## config.mk

```make
export PLATFORM = sky130hd
export DESIGN_NAME = temperature_monitor_seq
export DESIGN_NICKNAME = d
export VERILOG_FILES = /design/src/rtl/temperature_pkg.sv /design/src/rtl/division_seq.sv /design/src/rtl/temperature_monitor_seq.sv
export SDC_FILE = /design/constraint.sdc
export NUM_CORES = 2
export LEC_CHECK = 0
export CORE_AREA = 2 2 719 721
export CTS_BUF_LIST = sky130_fd_sc_hd__clkbuf_4 sky130_fd_sc_hd__clkbuf_8
export CTS_CLUSTER_SIZE = 20
export DETAILED_ROUTE_END_ITERATION = 12
export DIE_AREA = 0 0 721 723
export DONT_BUFFER_PORTS = 1
export PLACE_DENSITY = 0.34
export SYNTH_ARGS = -nofsm -noshare
export SYNTH_HDL_FRONTEND = slang
export SYNTH_HIERARCHICAL = 1
export SYNTH_SLANG_ARGS = --single-unit
```

## constraint.sdc

```tcl
create_clock -name clk_i -period 5.7 [get_ports clk_i]
set_input_delay 1.14 -clock clk_i [delete_from_list [all_inputs] [get_ports clk_i]]
set_output_delay 1.14 -clock clk_i [all_outputs]
set_load 0.01 [all_outputs]
```

## src/rtl/temperature_pkg.sv

```systemverilog
// Shared definitions for the sequential temperature monitor: width helpers and FSM states.
package temperature_pkg;

    // Ceiling log2 used to size counters and accumulators at elaboration time.
    function automatic int clog2(input int value);
        int result;
        result = 0;
        while ((32'sd1 <<< result) < value) begin
            result = result + 1;
        end
        return result;
    endfunction

    // Bits needed to count 0..nr_sensors active channels.
    function automatic int cnt_width(input int nr_sensors);
        return clog2(nr_sensors + 1);
    endfunction

    // Bits needed to hold the sum of all readings without overflow.
    function automatic int sum_width(input int data_w, input int nr_sensors);
        return data_w + cnt_width(nr_sensors);
    endfunction

    typedef enum logic [1:0] {
        IDLE   = 2'd0,
        ACCUM  = 2'd1,
        DIVIDE = 2'd2,
        DONE   = 2'd3
    } state_e;

endpackage

```

## src/rtl/division_seq.sv

```systemverilog
// Iterative restoring divider, one quotient bit per clock, MSB first.
// The first iteration is performed on the start edge straight from the
// operand inputs, so a DIVIDEND_W-bit division finishes DIVIDEND_W edges
// after (and including) the start edge; o_done is a one-cycle pulse.
// A zero divisor still runs the full sequence and the result reads as 0/0.
module division_seq
    import temperature_pkg::*;
#(
    parameter int DIVIDEND_W = 16,
    parameter int DIVISOR_W  = 8
) (
    input  logic                  i_clk,
    input  logic                  i_rst,
    input  logic                  i_start,
    input  logic [DIVIDEND_W-1:0] i_dividend,
    input  logic [DIVISOR_W-1:0]  i_divisor,
    output logic                  o_done,
    output logic                  o_div_by_zero,
    output logic [DIVIDEND_W-1:0] o_quotient,
    output logic [DIVISOR_W:0]    o_remainder
);

    localparam int STEP_W = clog2(DIVIDEND_W + 1);

    logic [DIVISOR_W:0]    r_rem;
    logic [DIVIDEND_W-1:0] r_quo;
    logic [DIVISOR_W-1:0]  r_div;
    logic [STEP_W-1:0]     r_left;
    logic                  r_busy;
    logic                  r_done;
    logic                  r_dbz;

    logic [DIVIDEND_W-1:0] w_src_quo;
    logic [DIVISOR_W-1:0]  w_src_div;
    logic [DIVISOR_W:0]    w_trial;
    logic [DIVISOR_W:0]    w_diff;
    logic                  w_fits;
    logic [DIVISOR_W:0]    w_rem_next;
    logic [DIVIDEND_W-1:0] w_quo_next;

    // One restoring step: shift in the next dividend bit, subtract if it fits.
    always_comb begin
        w_src_quo  = i_start ? i_dividend : r_quo;
        w_src_div  = i_start ? i_divisor  : r_div;
        w_trial    = {(i_start ? {DIVISOR_W{1'b0}} : r_rem[DIVISOR_W-1:0]),
                      w_src_quo[DIVIDEND_W-1]};
        w_diff     = w_trial - {1'b0, w_src_div};
        w_fits     = (w_trial >= {1'b0, w_src_div});
        w_rem_next = w_fits ? w_diff : w_trial;
        w_quo_next = {w_src_quo[DIVIDEND_W-2:0], w_fits};
    end

    // Iteration registers: load-and-step on start, then step until the count runs out.
    always_ff @(posedge i_clk) begin
        if (i_rst) begin
            r_rem  <= {(DIVISOR_W+1){1'b0}};
            r_quo  <= {DIVIDEND_W{1'b0}};
            r_div  <= {DIVISOR_W{1'b0}};
            r_left <= {STEP_W{1'b0}};
            r_busy <= 1'b0;
            r_done <= 1'b0;
            r_dbz  <= 1'b0;
        end else if (i_start) begin
            r_rem  <= w_rem_next;
            r_quo  <= w_quo_next;
            r_div  <= i_divisor;
            r_dbz  <= (i_divisor == {DIVISOR_W{1'b0}});
            r_left <= STEP_W'(DIVIDEND_W - 1);
            r_busy <= 1'b1;
            r_done <= 1'b0;
        end else if (r_busy) begin
            r_rem  <= w_rem_next;
            r_quo  <= w_quo_next;
            r_left <= r_left - STEP_W'(1);
            r_busy <= (r_left != STEP_W'(1));
            r_done <= (r_left == STEP_W'(1));
        end else begin
            r_done <= 1'b0;
        end
    end

    assign o_done        = r_done;
    assign o_div_by_zero = r_dbz;
    assign o_quotient    = r_dbz ? {DIVIDEND_W{1'b0}} : r_quo;
    assign o_remainder   = r_dbz ? {(DIVISOR_W+1){1'b0}} : r_rem;

endmodule

```

## src/rtl/temperature_monitor_seq.sv

```systemverilog
// Sequential temperature monitor: snapshots all sensors on start, sums the
// enabled readings LANES per clock, divides by the active count and
// publishes a registered average, remainder, active count and range alert.
module temperature_monitor_seq
    import temperature_pkg::*;
#(
    parameter int NR_SENSORS = 200,
    parameter int DATA_W     = 8,
    parameter int LANES      = 4,
    parameter int MIN_TEMP   = 19,
    parameter int MAX_TEMP   = 26,
    localparam int CNT_W     = cnt_width(NR_SENSORS),
    localparam int SUM_W     = sum_width(DATA_W, NR_SENSORS)
) (
    input  logic                         clk_i,
    input  logic                         rst_i,
    input  logic                         start_i,
    input  logic [DATA_W*NR_SENSORS-1:0] sensors_data_i,
    input  logic [NR_SENSORS-1:0]        sensors_en_i,
    output logic                         busy_o,
    output logic                         done_o,
    output logic [DATA_W-1:0]            led_output_o,
    output logic [SUM_W-1:0]             remainder_o,
    output logic [CNT_W-1:0]             nr_active_o,
    output logic                         alert_o
);

    // The snapshot is padded up to a whole number of lane groups; padding
    // lanes are disabled so they add nothing.
    localparam int NR_GROUPS = (NR_SENSORS + LANES - 1) / LANES;
    localparam int PAD_N     = NR_GROUPS * LANES;
    localparam int GRP_W     = clog2(NR_GROUPS + 1);
    localparam logic [GRP_W-1:0] LAST_GRP = GRP_W'(NR_GROUPS - 1);

    state_e r_state;
    state_e w_state_next;

    logic [DATA_W*PAD_N-1:0] r_data;
    logic [PAD_N-1:0]        r_en;
    logic [SUM_W-1:0]        r_sum;
    logic [CNT_W-1:0]        r_cnt;
    logic [GRP_W-1:0]        r_grp;
    logic                    r_div_go;

    logic                    r_busy;
    logic                    r_done;
    logic [DATA_W-1:0]       r_led;
    logic [SUM_W-1:0]        r_rem;
    logic [CNT_W-1:0]        r_active;
    logic                    r_alert;

    logic                    w_capture;
    logic                    w_accum;
    logic                    w_launch;
    logic                    w_finish;
    logic [SUM_W-1:0]        w_grp_sum;
    logic [CNT_W-1:0]        w_grp_cnt;
    logic                    w_div_done;
    logic                    w_div_dbz;
    logic [SUM_W-1:0]        w_quo;
    logic [CNT_W:0]          w_div_rem;
    logic                    w_alert;

    division_seq #(
        .DIVIDEND_W (SUM_W),
        .DIVISOR_W  (CNT_W)
    ) u_division_seq (
        .i_clk         (clk_i),
        .i_rst         (rst_i),
        .i_start       (r_div_go),
        .i_dividend    (r_sum),
        .i_divisor     (r_cnt),
        .o_done        (w_div_done),
        .o_div_by_zero (w_div_dbz),
        .o_quotient    (w_quo),
        .o_remainder   (w_div_rem)
    );

    // Next-state decode and per-state datapath strobes.
    always_comb begin
        w_state_next = r_state;
        w_capture    = 1'b0;
        w_accum      = 1'b0;
        w_launch     = 1'b0;
        w_finish     = 1'b0;
        case (r_state)
            IDLE: begin
                if (start_i) begin
                    w_capture    = 1'b1;
                    w_state_next = ACCUM;
                end else begin
                    w_state_next = IDLE;
                end
            end
            ACCUM: begin
                w_accum = 1'b1;
                if (r_grp == LAST_GRP) begin
                    w_launch     = 1'b1;
                    w_state_next = DIVIDE;
                end else begin
                    w_state_next = ACCUM;
                end
            end
            DIVIDE: begin
                if (w_div_done) begin
                    w_finish     = 1'b1;
                    w_state_next = DONE;
                end else begin
                    w_state_next = DIVIDE;
                end
            end
            DONE: begin
                w_state_next = IDLE;
            end
            default: begin
                w_state_next = IDLE;
            end
        endcase
    end

    // State register.
    always_ff @(posedge clk_i) begin
        if (rst_i) begin
            r_state <= IDLE;
        end else begin
            r_state <= w_state_next;
        end
    end

    // Sum and popcount of the lowest lane group of the shifting snapshot.
    always_comb begin
        w_grp_sum = {SUM_W{1'b0}};
        w_grp_cnt = {CNT_W{1'b0}};
        for (int l = 0; l < LANES; l++) begin
            w_grp_sum = w_grp_sum +
                        (r_en[l] ? SUM_W'(r_data[l*DATA_W +: DATA_W]) : {SUM_W{1'b0}});
            w_grp_cnt = w_grp_cnt + CNT_W'(r_en[l]);
        end
    end

    // Range check of the finished quotient; an empty snapshot always alerts.
    always_comb begin
        w_alert = w_div_dbz
                | (w_quo < SUM_W'(MIN_TEMP))
                | (w_quo > SUM_W'(MAX_TEMP));
    end

    // Snapshot capture, then shift one lane group per cycle into the accumulators.
    always_ff @(posedge clk_i) begin
        if (rst_i) begin
            r_data   <= {(DATA_W*PAD_N){1'b0}};
            r_en     <= {PAD_N{1'b0}};
            r_sum    <= {SUM_W{1'b0}};
            r_cnt    <= {CNT_W{1'b0}};
            r_grp    <= {GRP_W{1'b0}};
            r_div_go <= 1'b0;
        end else begin
            r_div_go <= w_launch;
            if (w_capture) begin
                r_data <= (DATA_W*PAD_N)'(sensors_data_i);
                r_en   <= PAD_N'(sensors_en_i);
                r_sum  <= {SUM_W{1'b0}};
                r_cnt  <= {CNT_W{1'b0}};
                r_grp  <= {GRP_W{1'b0}};
            end else if (w_accum) begin
                r_data <= r_data >> (LANES*DATA_W);
                r_en   <= r_en >> LANES;
                r_sum  <= r_sum + w_grp_sum;
                r_cnt  <= r_cnt + w_grp_cnt;
                r_grp  <= r_grp + GRP_W'(1);
            end
        end
    end

    // Registered handshake and result outputs; results update only on completion.
    always_ff @(posedge clk_i) begin
        if (rst_i) begin
            r_busy   <= 1'b0;
            r_done   <= 1'b0;
            r_led    <= {DATA_W{1'b0}};
            r_rem    <= {SUM_W{1'b0}};
            r_active <= {CNT_W{1'b0}};
            r_alert  <= 1'b0;
        end else begin
            r_busy <= (w_state_next != IDLE);
            r_done <= (w_state_next == DONE);
            if (w_finish) begin
                r_led    <= w_quo[DATA_W-1:0];
                r_rem    <= SUM_W'(w_div_rem);
                r_active <= r_cnt;
                r_alert  <= w_alert;
            end
        end
    end

    assign busy_o       = r_busy;
    assign done_o       = r_done;
    assign led_output_o = r_led;
    assign remainder_o  = r_rem;
    assign nr_active_o  = r_active;
    assign alert_o      = r_alert;

endmodule
```

Word level (Yosys, flattened, before mapping). Index checks and enable logic that the tools add are counted.

Register bits: 1902. Bits of input ports: 1803. Logic and storage cells: 87. Output and inout port bits: 35.

Order comparisons: 3. Reduce and logical (&&, ||, !) cells: 9. Bitwise logic cells: 4. Multiplexer cells: 32. Eq/ne operators: 7. $add $sub $neg: 11.

Operators by type and width (number): 2-to-1 mux 1600 bit (2); 2-to-1 mux 200 bit (2); 2-to-1 mux 16 bit (4); 2-to-1 mux 8 bit (6); 2-to-1 mux 9 bit (4); adder 16 x 11 -> 16 bit (1); greater-than comparator 16 x 5 -> 1 bit (second input constant) (1); less-than comparator 16 x 5 -> 1 bit (second input constant) (1); adder 10 x 8 -> 11 bit (1); adder 9 x 8 -> 10 bit (1); 2-to-1 mux 1 bit (10); adder 8 x 8 -> 9 bit (1); >= comparator 9 x 8 -> 1 bit (1); subtractor 9 x 8 -> 9 bit (1); adder 8 x 4 -> 8 bit (1); logical NOT 8 bit (1); 2-to-1 mux 4 bit (2); one-hot mux 2 bit (4 select lines) (1); adder 6 x 1 -> 6 bit (second input constant) (1); == test 2 bit (second input constant) (3); == test 6 bit (second input constant) (1); nonzero test 2 bit (3); OR reduction 2 bit (3); == test 5 x 1 -> 1 bit (second input constant) (1); other kinds (11) (13).

Longest topological paths before layout.
Depth after elaboration: 5. Depth in mapped cells: 16.

Cells and area by module. The synthesis kept the hierarchy.

By module, submodules not included: temperature_monitor_seq (cells each 8461, seq. area each 37255.7 µm², times used 1, area an instance 72507.0 µm²); division_seq (cells each 277, seq. area each 820.8 µm², times used 1, area an instance 2392.3 µm²).

Worst setup path before layout. OpenSTA, ideal clock, no wires.

Path type: flip-flop to flip-flop. Start point: register r_en[1]. End point: register r_sum[15]. Path slack: 1.834 ns. Cell stages (with the launch flop): 16. Period minus slack after synthesis: 3.866 ns. Data required time: 5.630 ns. Arrival: 3.797 ns. Path through: dfxtp_1 -> clkbuf_1 -> nand2_1 -> fa_1 -> fa_1 -> fa_1 -> inv_1 -> ha_1 -> inv_1 -> fa_1 -> nand2b_1 -> a21oi_1 -> or3_1 -> a21oi_1 -> or3_1 -> a21oi_1.

Longest elaborated chain between the ends: 5.

RTL lines: start: declaration (RTL line temperature_monitor_seq.sv:39) `logic [PAD_N-1:0] r_en;`; start signal: assignment (RTL line temperature_monitor_seq.sv:152) `r_en <= {PAD_N{1'b0}};`; start signal: assignment (RTL line temperature_monitor_seq.sv:161) `r_en <= PAD_N'(sensors_en_i);`; start signal: assignment (RTL line temperature_monitor_seq.sv:167) `r_en <= r_en >> LANES;`; 2-to-1 mux 8 bit (RTL line temperature_monitor_seq.sv:136) `(r_en[l] ? SUM_W'(r_data[l*DATA_W +: DATA_W]) : {SUM_W{1'b0}});`; adder 8 x 8 -> 9 bit (RTL line temperature_monitor_seq.sv:135) `w_grp_sum = w_grp_sum +`; adder 9 x 8 -> 10 bit (RTL line temperature_monitor_seq.sv:135); adder 10 x 8 -> 11 bit (RTL line temperature_monitor_seq.sv:135); adder 16 x 11 -> 16 bit (RTL line temperature_monitor_seq.sv:168) `r_sum <= r_sum + w_grp_sum;`; end signal: assignment (RTL line temperature_monitor_seq.sv:153) `r_sum <= {SUM_W{1'b0}};`; end signal: assignment (RTL line temperature_monitor_seq.sv:162) `r_sum <= {SUM_W{1'b0}};`; end signal: assignment (RTL line temperature_monitor_seq.sv:168); end: declaration (RTL line temperature_monitor_seq.sv:40) `logic [SUM_W-1:0] r_sum;`.

No other way between the ends. A chain may end at the register's enable or synchronous reset.

Worst setup path after layout.
Start point: register r_en[0]. End point: register r_sum[13].

Same word-level chain as after synthesis.

==> results by stage <==
Drt:
- The total number of vias is 66.3k.
- The DRC violation total after the first TritonRoute iteration is 6142.
- The count of TritonRoute iterations in the first routing pass is 6.
- The average vias per placed instance is 4.26.
- The count of nets left with antenna violations once routing finished came out at 0.
- In the final routed layout, each cell accounts on average for 27.6 um.
- The final layout contains routed wiring with a total length of 429000 um.
- For this run, design rule violations remaining after detail routing come to 0.

Global routing:
- The initial antenna violation count came to 180.
- The largest net degree at the start of global routing is 318.
- For this run the aggregate overflow at the end of global routing stands at 0.
- The via count of the first global-routing pass is 64.4k.
- The global-route wire length before repair is 570000 um.
- Across every metal layer, demand over resource in global routing totals 0.154.

Setup path:
- STA classifies the critical path endpoint as a flop.
- In this run the worst setup path begins at r_en[0].
- The largest individual stage delay along the critical path comes from the cell sky130_fd_sc_hd__dfxtp_1.
- The largest fanout of any net on the critical path is 10.
- Measured in cells, the most critical reg-to-reg path has a length of 14.
- The critical path startpoint category is a flop.
- The buffer and inverter count on the worst path is 2.
- STA puts the critical path data arrival time at 5.38 ns.
- The most numerous cell type found on the critical path is sky130_fd_sc_hd__fa_1.
- STA puts the critical path data required time at 6.70 ns.
- The maximum cell stage delay along the critical path is 0.68 ns.
- In this run the critical register-to-register path is captured at r_sum[13].
- Among cell families on the critical path, the largest total delay comes from adder cells.
- The startpoint identified for the worst register-to-register timing path is r_en[0].
- For flop-to-flop paths, the worst setup slack is 1.32 ns.
- The critical path start-end classification is flop to flop.
- Traced cell by cell, the critical path runs through nand2_1 -> fa_1 -> fa_1 -> fa_1 -> inv_1 -> ha_1 -> inv_1 -> fa_1 -> nand2b_1 -> a21oi_1 -> or3_1 -> a21oi_1 -> or4_1 -> nand2_1.

Synth:
- The most used flip-flop cell after synthesis is sky130_fd_sc_hd__dfxtp_1.
- After synthesis the cells add up to 0.0749 sq mm.
- Synthesis inferred 1902 register bits.
- Summed over all instances, the cell type with the most area after synthesis is sky130_fd_sc_hd__dfxtp_1.
- In the post-synthesis netlist, the biggest area contributors are sky130_fd_sc_hd__dfxtp_1, sky130_fd_sc_hd__a22oi_1, sky130_fd_sc_hd__nand2_1, sky130_fd_sc_hd__o21ai_1, sky130_fd_sc_hd__o21ai_0.
- The library cell with the highest instance count after synthesis is sky130_fd_sc_hd__nand2_1.
- The commonest cells after synthesis are sky130_fd_sc_hd__nand2_1, sky130_fd_sc_hd__dfxtp_1, sky130_fd_sc_hd__a22oi_1.
- The number of distinct library cells after synthesis is 59.
- The portion of synthesized cell area occupied by the leading cell type is 0.508.
- The number of flops mapped to enable cells by yosys is 0.
- Of the synthesized area, sequential elements account for 0.508.
- Synthesis handed over a netlist of 8738 instances.
- A synthesized cell averages 8.57 sq um.
- The fraction of registers with async set or reset after synthesis is 0.
- Yosys printed 6 warnings.

Worst hold path:
- The worst hold path passes through 2 cells.
- The worst hold path begins at sensors_data_i[1559].
- The tightest min-delay check is of the primary input to flop type.
- The worst hold endpoint is r_data[1559].

Floorplanning:
- The floorplan step set the die width to 721 um.
- The region available for standard cell placement spans 0.515 sq mm.
- The initial utilization of the core area, before any placement, comes to 0.146.
- The die area is 0.521 sq mm.
- The number of top-level pins is 1838.
- Measured along the y axis, the die boundary spans 723 um.
- The row count is 264.

Power:
- The leakage power is 28.6 nW.
- The power per standard cell area is 366 mW/mm^2.
- IR analysis of the VDD net gives a maximum drop of 191 uV.

STA:
- The number of slew-limit violations in the final report came to 113.
- The setup TNS is 0 ns.
- Timing would allow up to 228 MHz.
- The period utilization is 0.768.
- The count of endpoints failing hold in the final timing report was 0.
- Setup repair after global routing left no endpoint under its margin.
- The number of failing setup endpoints in the final timing report is 0.
- Headroom to the max-slew limit came out at -0.0944.
- The post-route minimum period is 4.38 ns.
- For the pin with the worst max-slew slack, the measured transition is 1.64 ns.
- The worst clock skew on the final layout is 0.123 ns.

Placed design:
- The congestion estimate from routability-driven global placement came to 0.835.
- Once detailed placement completed, the half-perimeter wirelength came to 321000 um.
- The total of buffers placed on input and output ports is 0.
- The total instance count after detailed placement is 14.8k.

Clock tree:
- The clock-pin transition on the worst setup and hold timing paths is 0.06 ns.
- The tree is rooted in a sky130_fd_sc_hd__clkbuf_8.
- No sink is reached through more buffers than the 4 on the longest clock path.
- Buffers inserted to repair hold after CTS numbered 22.
- The clock tree from TritonCTS is built.
- The clock network latency to the later pin of the worst-skew pair is 1.10 ns.
- Buffers added to address setup during post-CTS repair amount to 0.
- The clock buffer count from CTS is 371.
- The post-cts sizing count is 0.
- The clock sink total is 1902.
- The deepest level of the CTS H-tree is 5.

Run:
- Across the run, the number of max-cap violations was 0.

Cells and area:
- The fraction of layout cells with a size suffix above 1 is 0.0915.
- After the last flow step, the layout net total stands at 10.3k.
- The multi-input combinational cells in the finished layout cover a total of 0.0329 sq mm.
- In the final layout, flip-flops and latches occupy 0.0381 sq mm.
- Once layout is complete, the cells apart from fillers number 15.6k.
- The layout overhead on the synthesized area is 19.5%.
- The layout has 58.3k filler cells.

Outcome:
- The flow ran to the end, but the final reports show violations.
- The checks that failed: slew limit.
[report_power, final]
| group | leakage [nW] | total (W) | switching, W | internal, W |
|---|---|---|---|---|
| registers | 15.6 | 0.0149 | 0.000691 | 0.0142 |
| logic | 8.74 | 0.00284 | 0.00186 | 0.000972 |
| clock network | 4.21 | 0.0151 | 0.00677 | 0.00829 |
[worst max path at each step]
stage	to	cells past startpoint
global route	r_sum[15]	14
global placement	r_data[1405]	4
CTS	r_sum[11]	14
finish	r_sum[13]	14
detailed placement	r_data[1370]	4
floorplan	r_sum[15]	15
[area by class of cell]
class / instances / share of cell area
diodes: 91 / 0.00254
clock buffers: 603 / 0.0817
clock inverters: 44 / 0.00679
inverters: 58 / 0.00243
multi-input cells: 5943 / 0.368
flip-flops and latches: 1902 / 0.425
well taps: 6783 / 0.0948
repair buffers: 145 / 0.0189
[placed cells by master, fill, tap and decap left out, drive strengths merged, types with 3 or more instances in the layout]
cell | netlist | routed
nor2 | 160 | 160
xor2 | 14 | 14
a21oi | 70 | 70
fa | 27 | 27
xnor2 | 12 | 12
a31oi | 5 | 5
or4 | 4 | 4
nor3 | 5 | 5
diode | 0 | 91
buf | 456 | 124
nor2b | 33 | 33
dlygate4sd3 | 0 | 21
mux2i | 31 | 31
nand3 | 13 | 13
conb | 1 | 7
or2 | 7 | 7
a22oi | 1764 | 1764
nand4 | 8 | 8
clkinvlp | 0 | 4
ha | 28 | 28
a311oi | 36 | 36
inv | 58 | 76
clkbuf | 385 | 603
dfxtp | 1902 | 1902
o21bai | 3 | 3
and2 | 13 | 13
nand2b | 9 | 9
a211oi | 10 | 10
bufinv | 0 | 3
o21ai | 1741 | 1741
nor4 | 4 | 4
clkinv | 0 | 19
or3 | 4 | 4
nand2 | 1906 | 1906
a21o | 5 | 5
[logic make-up (layout without fill, tap and decap cells)]
logic type | after synthesis | in the layout | synth area share
adders and majority gates | 55 | 55 | 0.0119
buffers and inverters | 899 | 850 | 0.0528
AOI/OAI and AO/OA | 3647 | 3647 | 0.306
and+or+nand+nor | 2175 | 2175 | 0.113
DFF | 1902 | 1902 | 0.508
other | 1 | 98 | 0.0000501
xor gates and xnor gates | 26 | 26 | 0.00304
muxes | 33 | 33 | 0.00444
[stage by stage]
stage	power (W)	util	hold slack, ns	area, sq um	setup slack, ns
2_1_floorplan	0.0170	-	0.426	74900	1.83
3_3_place_gp	0.0180	0.158	0.436	81100	1.09
3_5_place_dp	0.0180	0.158	0.439	81100	1.11
4_1_cts	0.0334	0.173	0.000906	89300	1.28
5_1_grt	0.0342	0.174	0.0740	89400	1.09
6_report	0.0328	0.174	0.215	89500	1.32
[sequential cells by signal, summed over array words and instances, names as in the netlist, 9 cells and up]
name                  cells
u_division_seq/r_rem      9
r_en                    200
r_sum                    16
remainder_o               9
u_division_seq/r_quo     16
r_data                 1600
[worst register-to-register path: stages (launching register included)]
cell                       delay (ns)
sky130_fd_sc_hd__dfxtp_1         0.68
sky130_fd_sc_hd__nand2_1         0.14
sky130_fd_sc_hd__fa_1            0.53
sky130_fd_sc_hd__fa_1            0.43
sky130_fd_sc_hd__fa_1            0.45
sky130_fd_sc_hd__inv_1           0.07
sky130_fd_sc_hd__ha_1            0.17
sky130_fd_sc_hd__inv_1           0.07
sky130_fd_sc_hd__fa_1            0.43
sky130_fd_sc_hd__nand2b_1        0.20
sky130_fd_sc_hd__a21oi_1         0.31
sky130_fd_sc_hd__or3_1           0.17
sky130_fd_sc_hd__a21oi_1         0.14
sky130_fd_sc_hd__or4_1           0.44
sky130_fd_sc_hd__nand2_1         0.08
[layer usage]
layer / global-route usage / part of all wire / vias to the layer above
li1: - / - / 31000
met1: 0.179 / 0.39 / 32200
met3: 0.0480 / 0.076 / 683
met5: 0 / 0.0013 / -
met2: 0.270 / 0.50 / 2340
met4: 0.0470 / 0.030 / 90
Note: power is estimated with default switching activity, not from simulation.
